===== config.mk =====
export PLATFORM = sky130hd
export DESIGN_NAME = add_operand_ctrl_flat
export DESIGN_NICKNAME = d
export VERILOG_FILES = /design/src/rtl/add_operand_ctrl_if.sv /design/src/rtl/add_operand_ctrl.sv /design/src/flat_wrapper.sv
export SDC_FILE = /design/constraint.sdc
export NUM_CORES = 1
export LEC_CHECK = 0
export ABC_CLOCK_PERIOD_IN_PS = 3300
export BUFFER_PORTS_ARGS = -buffer_cell sky130_fd_sc_hd__buf_2
export CAP_MARGIN = 30
export CORE_MARGIN = 8
export CORE_UTILIZATION = 50
export CTS_CLUSTER_DIAMETER = 80
export DETAILED_ROUTE_END_ITERATION = 10
export MAX_ROUTING_LAYER = met4
export PLACE_DENSITY = 0.95
export SYNTH_ARGS = -nofsm -noshare
export SYNTH_HDL_FRONTEND = slang
export SYNTH_SLANG_ARGS = --single-unit

===== constraint.sdc =====
create_clock -name clk -period 3.3 [get_ports clk]
set_input_delay 0.33 -clock clk [delete_from_list [all_inputs] [get_ports clk]]
set_output_delay 0.33 -clock clk [all_outputs]
set_load 0.01 [all_outputs]

===== src/rtl/add_operand_ctrl_if.sv =====
// Request, adder-drive and result signals between add_operand_ctrl (slave) and its environment (master).
interface add_operand_ctrl_if #(
  parameter int WIDTH = 32
);
  logic             in_valid;
  logic             in_ready;
  logic [WIDTH-1:0] in_a;
  logic [WIDTH-1:0] in_b;
  logic             in_op;
  logic [WIDTH-1:0] add_a;
  logic [WIDTH-1:0] add_b;
  logic             add_cin;
  logic [WIDTH-1:0] add_s;
  logic             add_cout;
  logic             out_valid;
  logic             out_ready;
  logic [WIDTH-1:0] out_res;
  logic             out_c;
  logic             out_v;
  logic             out_z;

  modport master (
    output in_valid, in_a, in_b, in_op, add_s, add_cout, out_ready,
    input  in_ready, add_a, add_b, add_cin, out_valid, out_res, out_c, out_v, out_z
  );

  modport slave (
    input  in_valid, in_a, in_b, in_op, add_s, add_cout, out_ready,
    output in_ready, add_a, add_b, add_cin, out_valid, out_res, out_c, out_v, out_z
  );
endinterface


===== src/rtl/add_operand_ctrl.sv =====
// Holds operands on an external adder for SETTLE_CYC cycles, then captures sum and C/V/Z flags.
// Defining ADD_SAT_EN saturates signed-overflowing results; default build passes the raw sum.
module add_operand_ctrl #(
  parameter int WIDTH      = 32,
  parameter int SETTLE_CYC = 4
) (
  input logic               clk,
  input logic               rst_n,
  add_operand_ctrl_if.slave bus
);
  localparam int         MSB      = WIDTH - 1;
  localparam logic [3:0] CNT_INIT = 4'(SETTLE_CYC - 1);

  typedef enum logic [1:0] {
    IDLE  = 2'd0,
    DRIVE = 2'd1,
    DONE  = 2'd2
  } state_t;

  state_t           state, state_nxt;
  logic [3:0]       cnt, cnt_nxt;
  logic             accept, capture, ovf;
  logic [WIDTH-1:0] add_a, add_b, res, res_nxt;
  logic             add_cin, flag_c, flag_v, flag_z;

  always_comb begin
    state_nxt = state;
    cnt_nxt   = cnt;
    accept    = 1'b0;
    capture   = 1'b0;
    case (state)
      IDLE: begin
        if (bus.in_valid) begin
          accept    = 1'b1;
          cnt_nxt   = CNT_INIT;
          state_nxt = DRIVE;
        end
      end
      DRIVE: begin
        if (cnt == 4'd0) begin
          capture   = 1'b1;
          state_nxt = DONE;
        end else begin
          cnt_nxt = cnt - 4'd1;
        end
      end
      DONE: begin
        if (bus.out_ready) state_nxt = IDLE;
      end
      default: state_nxt = IDLE;
    endcase
  end

  // Overflow is judged on the operands actually presented, so subtract uses the inverted b.
  always_comb begin
    ovf     = (add_a[MSB] == add_b[MSB]) && (bus.add_s[MSB] != add_a[MSB]);
    res_nxt = bus.add_s;
`ifdef ADD_SAT_EN
    if (ovf) res_nxt = add_a[MSB] ? {1'b1, {MSB{1'b0}}} : {1'b0, {MSB{1'b1}}};
`endif
  end

  always_ff @(posedge clk) begin
    if (!rst_n) begin
      state   <= IDLE;
      cnt     <= 4'd0;
      add_a   <= '0;
      add_b   <= '0;
      add_cin <= 1'b0;
      res     <= '0;
      flag_c  <= 1'b0;
      flag_v  <= 1'b0;
      flag_z  <= 1'b0;
    end else begin
      state <= state_nxt;
      cnt   <= cnt_nxt;
      if (accept) begin
        add_a   <= bus.in_a;
        add_b   <= bus.in_op ? ~bus.in_b : bus.in_b;
        add_cin <= bus.in_op;
      end
      if (capture) begin
        res    <= res_nxt;
        flag_c <= bus.add_cout;
        flag_v <= ovf;
        flag_z <= (res_nxt == '0);
      end
    end
  end

  assign bus.in_ready  = (state == IDLE);
  assign bus.out_valid = (state == DONE);
  assign bus.add_a     = add_a;
  assign bus.add_b     = add_b;
  assign bus.add_cin   = add_cin;
  assign bus.out_res   = res;
  assign bus.out_c     = flag_c;
  assign bus.out_v     = flag_v;
  assign bus.out_z     = flag_z;
endmodule


===== src/flat_wrapper.sv =====
// flat-port wrapper written by rule: the top's interface ports become plain ports
module add_operand_ctrl_flat 
#(
  parameter int WIDTH      = 32,
  parameter int SETTLE_CYC = 4
)
  (clk, rst_n, bus_in_valid, bus_in_a, bus_in_b, bus_in_op, bus_add_s, bus_add_cout, bus_out_ready, bus_in_ready, bus_add_a, bus_add_b, bus_add_cin, bus_out_valid, bus_out_res, bus_out_c, bus_out_v, bus_out_z);
  add_operand_ctrl_if #(.WIDTH(WIDTH)) bus_i ();
  input logic clk;
  input logic rst_n;
  input wire logic [$bits(bus_i.in_valid)-1:0] bus_in_valid;
  input wire logic [$bits(bus_i.in_a)-1:0] bus_in_a;
  input wire logic [$bits(bus_i.in_b)-1:0] bus_in_b;
  input wire logic [$bits(bus_i.in_op)-1:0] bus_in_op;
  input wire logic [$bits(bus_i.add_s)-1:0] bus_add_s;
  input wire logic [$bits(bus_i.add_cout)-1:0] bus_add_cout;
  input wire logic [$bits(bus_i.out_ready)-1:0] bus_out_ready;
  output wire logic [$bits(bus_i.in_ready)-1:0] bus_in_ready;
  output wire logic [$bits(bus_i.add_a)-1:0] bus_add_a;
  output wire logic [$bits(bus_i.add_b)-1:0] bus_add_b;
  output wire logic [$bits(bus_i.add_cin)-1:0] bus_add_cin;
  output wire logic [$bits(bus_i.out_valid)-1:0] bus_out_valid;
  output wire logic [$bits(bus_i.out_res)-1:0] bus_out_res;
  output wire logic [$bits(bus_i.out_c)-1:0] bus_out_c;
  output wire logic [$bits(bus_i.out_v)-1:0] bus_out_v;
  output wire logic [$bits(bus_i.out_z)-1:0] bus_out_z;
  assign bus_i.in_valid = bus_in_valid;
  assign bus_i.in_a = bus_in_a;
  assign bus_i.in_b = bus_in_b;
  assign bus_i.in_op = bus_in_op;
  assign bus_i.add_s = bus_add_s;
  assign bus_i.add_cout = bus_add_cout;
  assign bus_i.out_ready = bus_out_ready;
  assign bus_in_ready = bus_i.in_ready;
  assign bus_add_a = bus_i.add_a;
  assign bus_add_b = bus_i.add_b;
  assign bus_add_cin = bus_i.add_cin;
  assign bus_out_valid = bus_i.out_valid;
  assign bus_out_res = bus_i.out_res;
  assign bus_out_c = bus_i.out_c;
  assign bus_out_v = bus_i.out_v;
  assign bus_out_z = bus_i.out_z;
  add_operand_ctrl #(.WIDTH(WIDTH), .SETTLE_CYC(SETTLE_CYC)) u_core (.clk(clk), .rst_n(rst_n), .bus(bus_i));
endmodule

# Word-level counts from Yosys, hierarchy flattened
# Index checks and enable logic that the tools add are counted.
# Widths: inputs -> output; s select.
# word_totals
register_bits	106
input_bits	102
wordCells	38
# op_classes
n_addsub	1
n_eq_ne	8
n_mux	12
bitwise	1
n_reduce_logical	7
# ops
op	count
$logic_not 32->1	1
$mux 32	1
$not 32->32	1
$mux 4	2
$pmux 4 s2	1
$mux 2	3
$ne 2x2->1 const B	3
$pmux 2 s3	1
$reduce_and 3->1	2
$logic_not 4->1	1
$mux 1	4
$sub 4x1->4 const B	1
$eq 2x1->1 const B	1
$eq 2x2->1 const B	1
$logic_not 2->1	1
$ne 2x1->1 const B	1
$reduce_bool 2->1	1
$eq 1x1->1	1
$logic_and 1x1->1	1
$ne 1x1->1	1

# Longest topological paths before layout
# depth
word_depth	3
mapped_depth	7

# Worst setup path after synthesis
# No wires, ideal clock.
# synth_timing
path_type	register to register
start	reg u_core.cnt[0]
end	reg u_core.flag_z, in the netlist u_core.bus.out_z
setup_time_ps	125
arrival_ps	1416
required_ps	3175
setup_slack_ps	1759
stages_incl_launch_ff	8
n_path_buf	2
synth_period_minus_slack_ps	1541
cell_sequence	dfxtp_1 > inv_1 > ha_1 > or3b_1 > buf_2 > buf_2 > o211ai_1 > o31ai_1
# synth_between
elab_chain_cells	3
# synth_rtl
item	line_no	source
from (decl)	add_operand_ctrl.sv:21	logic [3:0] cnt, cnt_nxt;
from (signal assigned)	add_operand_ctrl.sv:76	cnt <= cnt_nxt;
$logic_not 4->1	add_operand_ctrl.sv:40	if (cnt == 4'd0) begin
$mux 1	add_operand_ctrl.sv:40	
$mux 1	add_operand_ctrl.sv:31	case (state)
to (signal assigned)	add_operand_ctrl.sv:86	flag_z <= (res_nxt == '0);
to (decl)	add_operand_ctrl.sv:24	logic add_cin, flag_c, flag_v, flag_z;
# No other way between the ends.
# A chain may end at the register's enable or synchronous reset.

# Worst setup path in the final report
# layout_timing
start	reg u_core.state[0]
end	reg u_core.flag_z, in the netlist u_core.bus.out_z
# layout_between
elab_chain_cells	2
# layout_rtl
item	line_no	source
from (decl)	add_operand_ctrl.sv:20	state_t state, state_nxt;
from (signal assigned)	add_operand_ctrl.sv:75	state <= state_nxt;
$eq 2x1->1	add_operand_ctrl.sv:31	
$mux 1	add_operand_ctrl.sv:31	
# No other way between the ends.

==> flow_summary_export.csv <==
group,metric,value,unit
logic_synthesis,syn_nets,603,
logic_synthesis,synthArstFlopShare,0,
placed_design,dp_cells,768,
power,ir_worst_vdd,0.000259,V
logic_synthesis,synth_edf_count,0,
route,vias_per_cell,5.48,
power,total_power,3000,uW
worst_setup_path,slowest_stage,"dfxtp_1",
sta,setup_violations,0,
sta,tns,0,ps
die,start_util,0.516,
cts,cts_hold_buffers,0,
sta,fmax,510,MHz
global_route,met3_usage,0.0708,
route,ant_nets,0,
sta,worst_pin_slew,980,ps
logic_synthesis,ys_seq_area_frac,0.498,
die,coreArea,8260,um2
cts,cts_buffers,9,
global_route,antenna_found_initial,0,
global_route,gr-max-usage-layer,"met2",
logic_synthesis,ys_ff_latch,106,
job,drv_cap,0,
status,outcome,"complete, no violations",
die,die_h,108,um
logic_synthesis,syn_area,4260,um2
logic_synthesis,synth_ff_type,"dfxtp_1",
logic_synthesis,synth.distinct_cells,36,
power,pwr_density_cell,549,nW/um2
global_route,grt_usage,0.215,
die,io_pins,204,
cts,cts-root-buf,"clkbuf_8",
cells_and_area,nets,779,
global_route,grt_max_degree,78,
placed_design,placed_area,5260,um2
sta,rsz0062_at_grt,"false",
worst_setup_path,cp_max_fo,20,
cts,cts_sinks,106,
die,die_w,108,um
cts,h-tree-depth,3,
global_route,met2_usage,0.354,
route,wl,12900,um
worst_setup_path,start_kind,"flop",
worst_setup_path,path_cells,"and2b_1, buf_4, nand4_1, o31ai_1",
sta,fin_crit,1960,ps
worst_setup_path,worstPathArrival,2230,ps
worst_setup_path,required,3560,ps
worst_setup_path,crit_family,"simple AND/OR/NAND/NOR gates",
worst_setup_path,critical_path_class,"reg -> reg",
cells_and_area,layoutNonFillerInstCount,785,
worst_setup_path,critPathBufInv,1,
sta,finalMaxSlewViolations,0,
global_route,gr-usage-met1,0.238,
route,wl_per_cell,16.5,um
sta,finalHoldViolCount,0,
placed_design,portBuffers,203,
cells_and_area,design_area,5470,um2
die,fp-row-count,33,
placed_design,gp_congestion,0.896,
worst_setup_path,crit_path_end_kind,"flop",
global_route,grt_pass1_wl,19900,um
sta,worst_slack,1340,ps
sta,slew_headroom,0.347,
global_route,grt_remaining_overflow,0,
cts,clk_latency,360,ps
global_route,grt_pass1_vias,4156,
route,drt_iter0_markers,179,
cts,clk_pin_slew_worst_paths,100,ps
cells_and_area,drive_gt1_frac,0.340,
die,die_area,11700,um2
worst_setup_path,slowest_delay,550,ps
cells_and_area,diodes,0,
route,dr.pass1.iters,4,
sta,clock_skew,11.1,ps
cts,cts_setup_buffers,0,
power,power.leakage,0.00243,uW
route,dr_total_vias,4299,
hold_path,worstHoldPathType,"in -> reg",
cts,cts_tree,"yes",
cells_and_area,area_delta_synth_final,28.4,%
logic_synthesis,synth_cells,499,
cells_and_area,num-fill-cells,638,
sta,period_share,0.595,
logic_synthesis,ys.warnings.count,0,
route,drc,0,
cts,cts_resized,0,
placed_design,post-place-ws,1230,ps
placed_design,hpwlAfterDp,9800,um
cts,cts_buffer_depth,2,
logic_synthesis,synth.avg_cell_area,8.53,um2
## worst reg2reg max path: cells and delay by family (launching register included)
| family | cells | cell delay (ps) |
|---|---|---|
| buffers and inverters | 1 | 350 |
| DFF | 1 | 550 |
| and+or+nand+nor | 2 | 690 |
| AOI/OAI and AO/OA | 1 | 290 |
## where the power goes
group / total, uW / switching [uW] / internal, uW
sequential: 1480 / 75.7 / 1410
combinational: 794 / 479 / 315
clock: 721 / 438 / 283
## through the flow
| stage | util | hold WS (ps) |
|---|---|---|
| after floorplan | - | 448 |
| after global placement | 0.634 | 439 |
| after detailed placement | 0.637 | 443 |
| after CTS | 0.659 | 178 |
| after global routing | 0.662 | 181 |
| final | 0.662 | 198 |
## registers in the layout, indices dropped and copies added, names as in the netlist
register            count
u_core.bus.out_v        1
u_core.bus.add_b       32
u_core.state            2
u_core.bus.out_c        1
u_core.bus.out_res     32
u_core.cnt              4
u_core.bus.add_a       32
u_core.bus.add_cin      1
u_core.bus.out_z        1
## cell usage after synthesis, types with 2 or more instances
library cell  instances  area [um2]
dfxtp_1             106        2120
a21oi_1              68         340
nand2_1              67         251
nor2_1               36         135
nand3_1              35         175
o21ai_0              34         170
a211oi_1             33         248
xnor2_1              32         280
buf_2                24         120
clkbuf_1             17        63.8
nor4_1                6        37.5
buf_4                 5        37.5
inv_1                 4        15.0
nor3b_1               3        22.5
ha_1                  2        25.0
mux2i_1               2        20.0
nand2b_1              2        12.5
nand4_1               2        12.5
nor2b_1               2        12.5
or3_1                 2        12.5
or3b_1                2        17.5
## layout by cell type, fill, tap and decap left out, types with 2 or more instances in the layout
master        n
or3_1         2
nor2b_1       2
inv_6         2
dfxtp_1     106
clkinvlp_4    2
mux2i_1       2
buf_4         7
xnor2_1      32
nand3_1      35
o21ai_0      34
nor2_1       36
nand4_1       2
clkbuf_8      9
a21oi_1      68
buf_16        2
clkinv_4      2
or3b_1        2
ha_1          2
a211oi_1     33
inv_1         3
nand2b_1      2
nand2_1      67
nor3b_2       2
buf_2       203
nor4_1        6
## area by class of cell
type	count	area, um2	share of cell area
timing repair buffer	212	1120	0.205
clock inverter	6	50.0	0.00915
clock buffer	10	128	0.0233
tap	105	131	0.0240
multi-input combinational	342	1900	0.347
sequential	106	2120	0.388
inverter	4	15.0	0.00275
## logic make-up after synthesis
family / after synthesis / share of synthesized area
AOI/OAI and AO/OA: 143 / 0.195
muxes: 2 / 0.00470
DFF: 106 / 0.498
and+or+nand+nor: 163 / 0.172
buffers and inverters: 51 / 0.0582
xor gates and xnor gates: 32 / 0.0658
adders and majority gates: 2 / 0.00588
## layer usage
| layer | part of all wire | up-vias |
|---|---|---|
| met5 | 0 | - |
| met4 | 0.018 | 0 |
| met3 | 0.11 | 21 |
| met2 | 0.49 | 226 |
| met1 | 0.38 | 1977 |
| li1 | - | 2075 |
## path summary, 6_finish.rpt
kind / from / endpoint / slack [ps] / depth (start not counted)
max reg2reg: u_core.state[0] / u_core.bus.out_z / 1340 / 4
min reg2reg: u_core.bus.add_a[15] / u_core.bus.add_a[15] / 460 / 2
max: u_core.state[0] / u_core.bus.out_z / 1340 / 4
min: bus_in_a[15] / u_core.bus.add_a[15] / 200 / 3
No activity file was read; power rests on OpenSTA's default activity.
